--- config.mk ---
export PLATFORM = sky130hd
export DESIGN_NAME = uart_msg_serializer
export DESIGN_NICKNAME = d
export VERILOG_FILES = /design/src/rtl/uart_msg_serializer.sv
export SDC_FILE = /design/constraint.sdc
export NUM_CORES = 1
export LEC_CHECK = 0
export CAP_MARGIN = 5
export CORE_ASPECT_RATIO = 0.5
export CORE_MARGIN = 8
export CORE_UTILIZATION = 44
export CTS_BUF_LIST = sky130_fd_sc_hd__clkbuf_16
export DETAILED_ROUTE_END_ITERATION = 10
export PLACE_DENSITY = 0.75
export SLEW_MARGIN = 15
export SYNTH_ARGS = -nofsm -noshare
export SYNTH_HDL_FRONTEND = slang
export SYNTH_SLANG_ARGS = --single-unit
--- constraint.sdc ---
create_clock -name clk -period 1.65 [get_ports clk]
set_input_delay 0.165 -clock clk [delete_from_list [all_inputs] [get_ports clk]]
set_output_delay 0.165 -clock clk [all_outputs]
set_load 0.01 [all_outputs]
--- src/rtl/uart_msg_serializer.sv ---
// ---------------------------------------------------------------------------
// uart_msg_serializer
//
// Responder end of the controller's outbound message interface. Accepts one
// MSG_BYTES-wide message per uart_out_req handshake, then streams it MSB byte
// first over a valid/ready byte interface that feeds the UART transmitter.
// uart_out_ready stays low from acceptance until the last byte is handed off.
//
// Optional feature (compile-time macro UART_MSG_CHECKSUM_EN):
//   when defined, one extra byte (XOR of all message bytes) is appended to
//   every message in a CHK state before the serializer returns to idle.
//
// Parameters:
//   MSG_BYTES  bytes per message (1..255)
//   CNT_WIDTH  width of the completed-message counter
//
// Ports:
//   clk             system clock
//   n_reset         synchronous, active-low reset
//   uart_out_msg    message from controller
//   uart_out_req    controller requests transfer of uart_out_msg
//   uart_out_ready  serializer can accept a message this cycle (registered)
//   tx_data         byte to UART transmitter
//   tx_valid        tx_data is valid
//   tx_ready        UART transmitter accepts tx_data this cycle
//   msg_count       number of messages fully serialized (wraps)
//   busy            high while a message is held
// ---------------------------------------------------------------------------
module uart_msg_serializer #(
    parameter int unsigned MSG_BYTES = 4,
    parameter int unsigned CNT_WIDTH = 16
) (
    input  logic                   clk,
    input  logic                   n_reset,
    input  logic [MSG_BYTES*8-1:0] uart_out_msg,
    input  logic                   uart_out_req,
    output logic                   uart_out_ready,
    output logic [7:0]             tx_data,
    output logic                   tx_valid,
    input  logic                   tx_ready,
    output logic [CNT_WIDTH-1:0]   msg_count,
    output logic                   busy
);

    localparam int unsigned MsgW    = MSG_BYTES * 8;
    localparam logic [7:0]  LastIdx = 8'(MSG_BYTES - 1);

`ifdef UART_MSG_CHECKSUM_EN
    typedef enum logic [1:0] {
        StIdle = 2'd0,
        StSend = 2'd1,
        StChk  = 2'd2
    } state_e;
`else
    typedef enum logic [0:0] {
        StIdle = 1'b0,
        StSend = 1'b1
    } state_e;
`endif

    state_e               state_q, state_d;
    logic [MsgW-1:0]      shift_q, shift_d;
    logic [7:0]           idx_q, idx_d;
    logic [CNT_WIDTH-1:0] cnt_q, cnt_d;
`ifdef UART_MSG_CHECKSUM_EN
    logic [7:0]           csum_q, csum_d;
`endif

    logic [7:0] top_byte;
    logic       last_byte;

    assign top_byte  = shift_q[MsgW-1 -: 8];
    assign last_byte = (idx_q == LastIdx);

    // -----------------------------------------------------------------------
    // State register
    // -----------------------------------------------------------------------
    always_ff @(posedge clk) begin
        if (!n_reset) begin
            state_q <= StIdle;
        end else begin
            state_q <= state_d;
        end
    end

    // -----------------------------------------------------------------------
    // Next-state logic
    // -----------------------------------------------------------------------
    always_comb begin
        state_d = state_q;
        case (state_q)
            StIdle: begin
                if (uart_out_req) begin
                    state_d = StSend;
                end
            end
            StSend: begin
                if (tx_ready && last_byte) begin
`ifdef UART_MSG_CHECKSUM_EN
                    state_d = StChk;
`else
                    state_d = StIdle;
`endif
                end
            end
`ifdef UART_MSG_CHECKSUM_EN
            StChk: begin
                if (tx_ready) begin
                    state_d = StIdle;
                end
            end
`endif
            default: state_d = StIdle;
        endcase
    end

    // -----------------------------------------------------------------------
    // Outputs: pure decode of registered state, so uart_out_ready and
    // tx_valid never depend combinationally on uart_out_req or tx_ready.
    // -----------------------------------------------------------------------
    always_comb begin
        uart_out_ready = (state_q == StIdle);
        tx_valid       = (state_q != StIdle);
        busy           = (state_q != StIdle);
        tx_data        = top_byte;
`ifdef UART_MSG_CHECKSUM_EN
        if (state_q == StChk) begin
            tx_data = csum_q;
        end
`endif
        msg_count      = cnt_q;
    end

    // -----------------------------------------------------------------------
    // Datapath next-state: shift register, byte index, checksum, counter.
    // In SEND/CHK tx_valid is 1, so tx_ready alone marks a transfer.
    // -----------------------------------------------------------------------
    always_comb begin
        shift_d = shift_q;
        idx_d   = idx_q;
        cnt_d   = cnt_q;
`ifdef UART_MSG_CHECKSUM_EN
        csum_d  = csum_q;
`endif
        case (state_q)
            StIdle: begin
                if (uart_out_req) begin
                    shift_d = uart_out_msg;
                    idx_d   = 8'd0;
`ifdef UART_MSG_CHECKSUM_EN
                    csum_d  = 8'd0;
`endif
                end
            end
            StSend: begin
                if (tx_ready) begin
                    shift_d = shift_q << 8;
                    idx_d   = idx_q + 8'd1;
`ifdef UART_MSG_CHECKSUM_EN
                    csum_d  = csum_q ^ top_byte;
`else
                    if (last_byte) begin
                        cnt_d = cnt_q + CNT_WIDTH'(1);
                    end
`endif
                end
            end
`ifdef UART_MSG_CHECKSUM_EN
            StChk: begin
                if (tx_ready) begin
                    cnt_d = cnt_q + CNT_WIDTH'(1);
                end
            end
`endif
            default: ;
        endcase
    end

    // -----------------------------------------------------------------------
    // Datapath registers
    // -----------------------------------------------------------------------
    always_ff @(posedge clk) begin
        if (!n_reset) begin
            shift_q <= '0;
            idx_q   <= 8'd0;
            cnt_q   <= '0;
`ifdef UART_MSG_CHECKSUM_EN
            csum_q  <= 8'd0;
`endif
        end else begin
            shift_q <= shift_d;
            idx_q   <= idx_d;
            cnt_q   <= cnt_d;
`ifdef UART_MSG_CHECKSUM_EN
            csum_q  <= csum_d;
`endif
        end
    end

endmodule

# Yosys cells after proc, flatten, opt, wreduce, memory -nomap -nowiden
# Index checks and enable logic that the tools add are counted.
# W data, S select, Z words.
[op_classes]
n_addsub = 2
n_eq_ne = 3
n_mux = 9
n_bitwise = 1
n_reduce_logical = 3
[op_table]
columns = ["operator", "count"]
rows = [
  ["$mux W32", 2],
  ["$pmux W32 S2", 1],
  ["$add A16 B1 Y16 const B", 1],
  ["$mux W8", 2],
  ["$pmux W8 S2", 1],
  ["$add A8 B1 Y8 const B", 1],
  ["$eq A8 B2 Y1 const B", 1],
  ["$ne A2 B2 Y1 const B", 2],
  ["$reduce_and A3 Y1", 1],
  ["$mux W1", 2],
  ["$pmux W1 S2", 1],
  ["$reduce_and A2 Y1", 1],
  ["$logic_and A1 B1 Y1", 1],
  ["$not A1 Y1", 1],
]
[word_totals]
register_bits = 57
input_bits = 36
out_inout_bits = 27
elab_cells = 22

# Longest topological paths before layout
[logic_depth]
ltp_word = 4
ltp_mapped = 7
depth_no_buf = 5

# Worst setup path after synthesis
# OpenSTA, ideal clock, no wires.
[synth_timing]
kind = "register to register"
from = "register idx_q[0]"
to = "register cnt_q[15] (netlist: msg_count[15])"
setup_time_ns = 0.115
arrival_ns = 1.591
required_time_ns = 1.535
slack_ns = -0.055
path_stages_with_launch = 8
n_path_buf = 2
synth_period_minus_slack_ns = 1.705
path_cell_list = "dfxtp_1 -> ha_1 -> and3_1 -> clkbuf_1 -> nand4_1 -> clkbuf_1 -> o31a_1 -> o21a_1"
[synth_via]
elab_chain_len = 2
[synth_rtl]
columns = ["item", "line", "text"]
rows = [
  ["start, declared", "63", "logic [7:0] idx_q, idx_d;"],
  ["start signal, assigned", "192", "idx_q <= idx_d;"],
  ["$eq A8 B2 Y1", "73", "assign last_byte = (idx_q == LastIdx);"],
  ["$reduce_and A3 Y1 (no source line)", "-", ""],
  ["end signal, assigned", "193", "cnt_q <= cnt_d;"],
  ["end, declared", "64", "logic [CNT_WIDTH-1:0] cnt_q, cnt_d;"],
]
# Every way passes these cells.
# A chain may end at the register's enable or synchronous reset.

# Final worst setup path
[layout_timing]
from = "register idx_q[0]"
to = "register cnt_q[12] (netlist: msg_count[12])"
# The elaborated chain is that of the path after synthesis.

==> impl_metrics.json <==
{
  "ys_seq_area_share_pct": 44.7,
  "cts_tree": "done",
  "path_class": "register to register",
  "cp_slowest_cell": "or4_4",
  "rsz0062_at_grt": "true",
  "maxCapViolations": 0,
  "cp-start-kind": "register",
  "grt_overflow": 0,
  "hpwl_um": 4380,
  "clock_path_buffers": 2,
  "synth.largest_area_cell": "dfxtp_1",
  "crit_fanout": 5,
  "clock_latency_ns": 0.32,
  "fin_crit_sh_pct": 97.7,
  "min-delay-start": "uart_out_msg[0]",
  "finalMaxSlewViolations": 0,
  "final_common_cell": "clkdlybuf4s50_1",
  "fmax_ghz": 0.620,
  "grt_pass1_vias": 2299,
  "worstPathRequired_ns": 1.91,
  "yosysTopAreaCellShare_pct": 44.7,
  "core_um2": 5540,
  "drt_iter0_drc": 142,
  "yosys_warnings": 0,
  "fin_nets": 390,
  "antenna_found_initial": 0,
  "syn-num-nets": 319,
  "period_minus_slack_ns": 1.61,
  "via_per_inst": 5.29,
  "final.setup_skew_ns": 0.00539,
  "critPathTopFamily": "simple AND/OR/NAND/NOR gates",
  "die_y_um": 69.8,
  "grt_pass1_wl_um": 10800,
  "gp_congestion": 0.780,
  "rows": 19,
  "vias": 2271,
  "clk_pin_slew_ns": 0.05,
  "crit_arrival_ns": 1.87,
  "synth.distinct_cells": 36,
  "final_cell_mix": "clkdlybuf4s50_1 (62), dfxtp_1 (54), nor2_1 (43)",
  "htreeDepth": 3,
  "ir_drop_v": 0.000574,
  "cts_buffers": 9,
  "status": "finished clean",
  "cp-startpoint": "idx_q[0]",
  "worst-slew-pin-transition_ns": 0.694,
  "wl_um": 6490,
  "cp.buffers_inverters": 1,
  "fill_cells": 457,
  "route.detailed.drc": 0,
  "antenna_cells": 0,
  "io_pins": 63,
  "cp-end-kind": "register",
  "grt_max_degree": 54,
  "setup-violations-final": 0,
  "slowest_delay_ns": 0.41,
  "hp-class": "primary input to register",
  "clock-root-buffer": "clkbuf_16",
  "dr.pass1.iters": 4,
  "finalHoldViolations": 0,
  "hold_slack_ns": 0.472,
  "syn_inst": 280,
  "post-route-util_pct": 66.8,
  "power.density_nw_per_um2": 1070,
  "hold_buffers": 0,
  "synth_seq_cells": 57,
  "slew_headroom_pct": 53.6,
  "p_leak_uw": 0.00141,
  "crit_chain": "ha_1, and3_4, nand4_1, buf_6, or4_4, a21oi_2",
  "ant_nets": 0,
  "synth_area_leaders": "dfxtp_1 (45%), mux2i_1 (10%), a211oi_1 (7.4%)",
  "die_area_um2": 8640,
  "post_drt_wl_per_cell_um": 15.1,
  "postSynthAreaPerCell_um2": 9.11,
  "syn_area_um2": 2550,
  "grt_use_total_pct": 15.3,
  "r2r-start": "idx_q[0]",
  "die_x_um": 124,
  "initial_utilization_pct": 46.0,
  "clkSinkCount": 57,
  "area_growth_pct": 45.1,
  "io_buffers": 62,
  "drive_gt1_share_pct": 14.3
}
[flip-flops by register name, summed over array words and instances, names as in the netlist]
| register | count |
|---|---|
| shift_q | 32 |
| busy | 1 |
| msg_count | 16 |
| idx_q | 8 |
[power breakdown]
part           switching (uW)  internal (uW)  total (uW)
Clock                     612           1460        2070
Combinational             191            226         417
Sequential               36.8           1450        1490
Total                     840           3130        3970
[worst paths after layout]
check	end	slack (ns)	depth (start not counted)
worst max register to register	msg_count[12]	0.04	6
worst min-delay path	shift_q[0]	0.47	3
worst max-delay path	msg_count[12]	0.04	6
worst min register to register	shift_q[24]	0.50	2
[through the flow]
stage	worst slack [ns]	power (uW)	setup TNS, ns	instance area [um^2]	cells
2_1_floorplan	0.0314	1750	0	2550	280
3_3_place_gp	-0.176	1920	-1.14	3310	410
3_5_place_dp	-0.303	1930	-1.96	3310	410
4_1_cts	0.0197	4000	0	3660	427
5_1_grt	-0.0378	4110	-0.0844	3700	429
6_report	0.0382	3970	0	3700	429
[kinds of logic (layout without fill, tap and decap cells)]
group	Yosys count	count (layout)	share of synthesized area, %
AOI/OAI and AO/OA	62	62	16.6
xor gates and xnor gates	4	4	1.37
adders and majority gates	3	3	1.47
buffers and inverters	32	108	6.33
DFF	57	57	44.7
muxes	27	27	10.6
and+or+nand+nor	95	95	18.8
[worst reg2reg max path, stage by stage (launching register included)]
cell,delay [ns]
dfxtp_1,0.33
ha_1,0.16
and3_4,0.20
nand4_1,0.14
buf_6,0.17
or4_4,0.42
a21oi_2,0.14
[final cells by class]
class / instances / area, um^2 / area share (%)
Clock inverter: 7 / 109 / 2.94
Tap cell: 73 / 91.3 / 2.47
Multi-Input combinational cell: 191 / 1270 / 34.4
Timing Repair Buffer: 88 / 842 / 22.8
Inverter: 4 / 15.0 / 0.406
Clock buffer: 9 / 225 / 6.09
Sequential cell: 57 / 1140 / 30.9
[cell usage after synthesis]
cell type and count:
xnor2_1 1, nor2_1 43, dfxtp_1 57, o21a_1 1
o31a_1 1, a22oi_1 9, a31oi_1 1, xor2_1 3
mux2i_1 26, buf_4 9, a211oi_1 25, inv_2 1
or3_1 7, nand2b_1 1, o21ai_0 7, inv_1 3
nor3_1 1, or4_1 4, nand3_1 6, a21oi_1 11
clkbuf_1 13, nand4_1 10, nor4_1 1, o211a_1 1
mux2_2 1, nor2b_1 1, o211ai_1 1, buf_2 6
nor4_4 1, and2_0 1, and2_1 2, and4_1 3
and3_1 4, ha_1 3, nand2_1 10, o31ai_1 5
[layer usage]
metal	track usage [%]	vias to the layer above	part of all wire (%)
li1	-	1166	-
met3	5.85	13	4.2
met4	5.70	0	1.9
met5	0	-	0
met2	25.9	47	50
met1	16.9	1045	44
[timing repair]
action,CTS,global route
gates resized for setup,0,10
gates cloned,0,1
pin swaps,1,5
setup buffers,1,1
setup endpoints to repair,3,8
endpoints found under the hold margin,0,0
(Power assumes the default switching activity.)
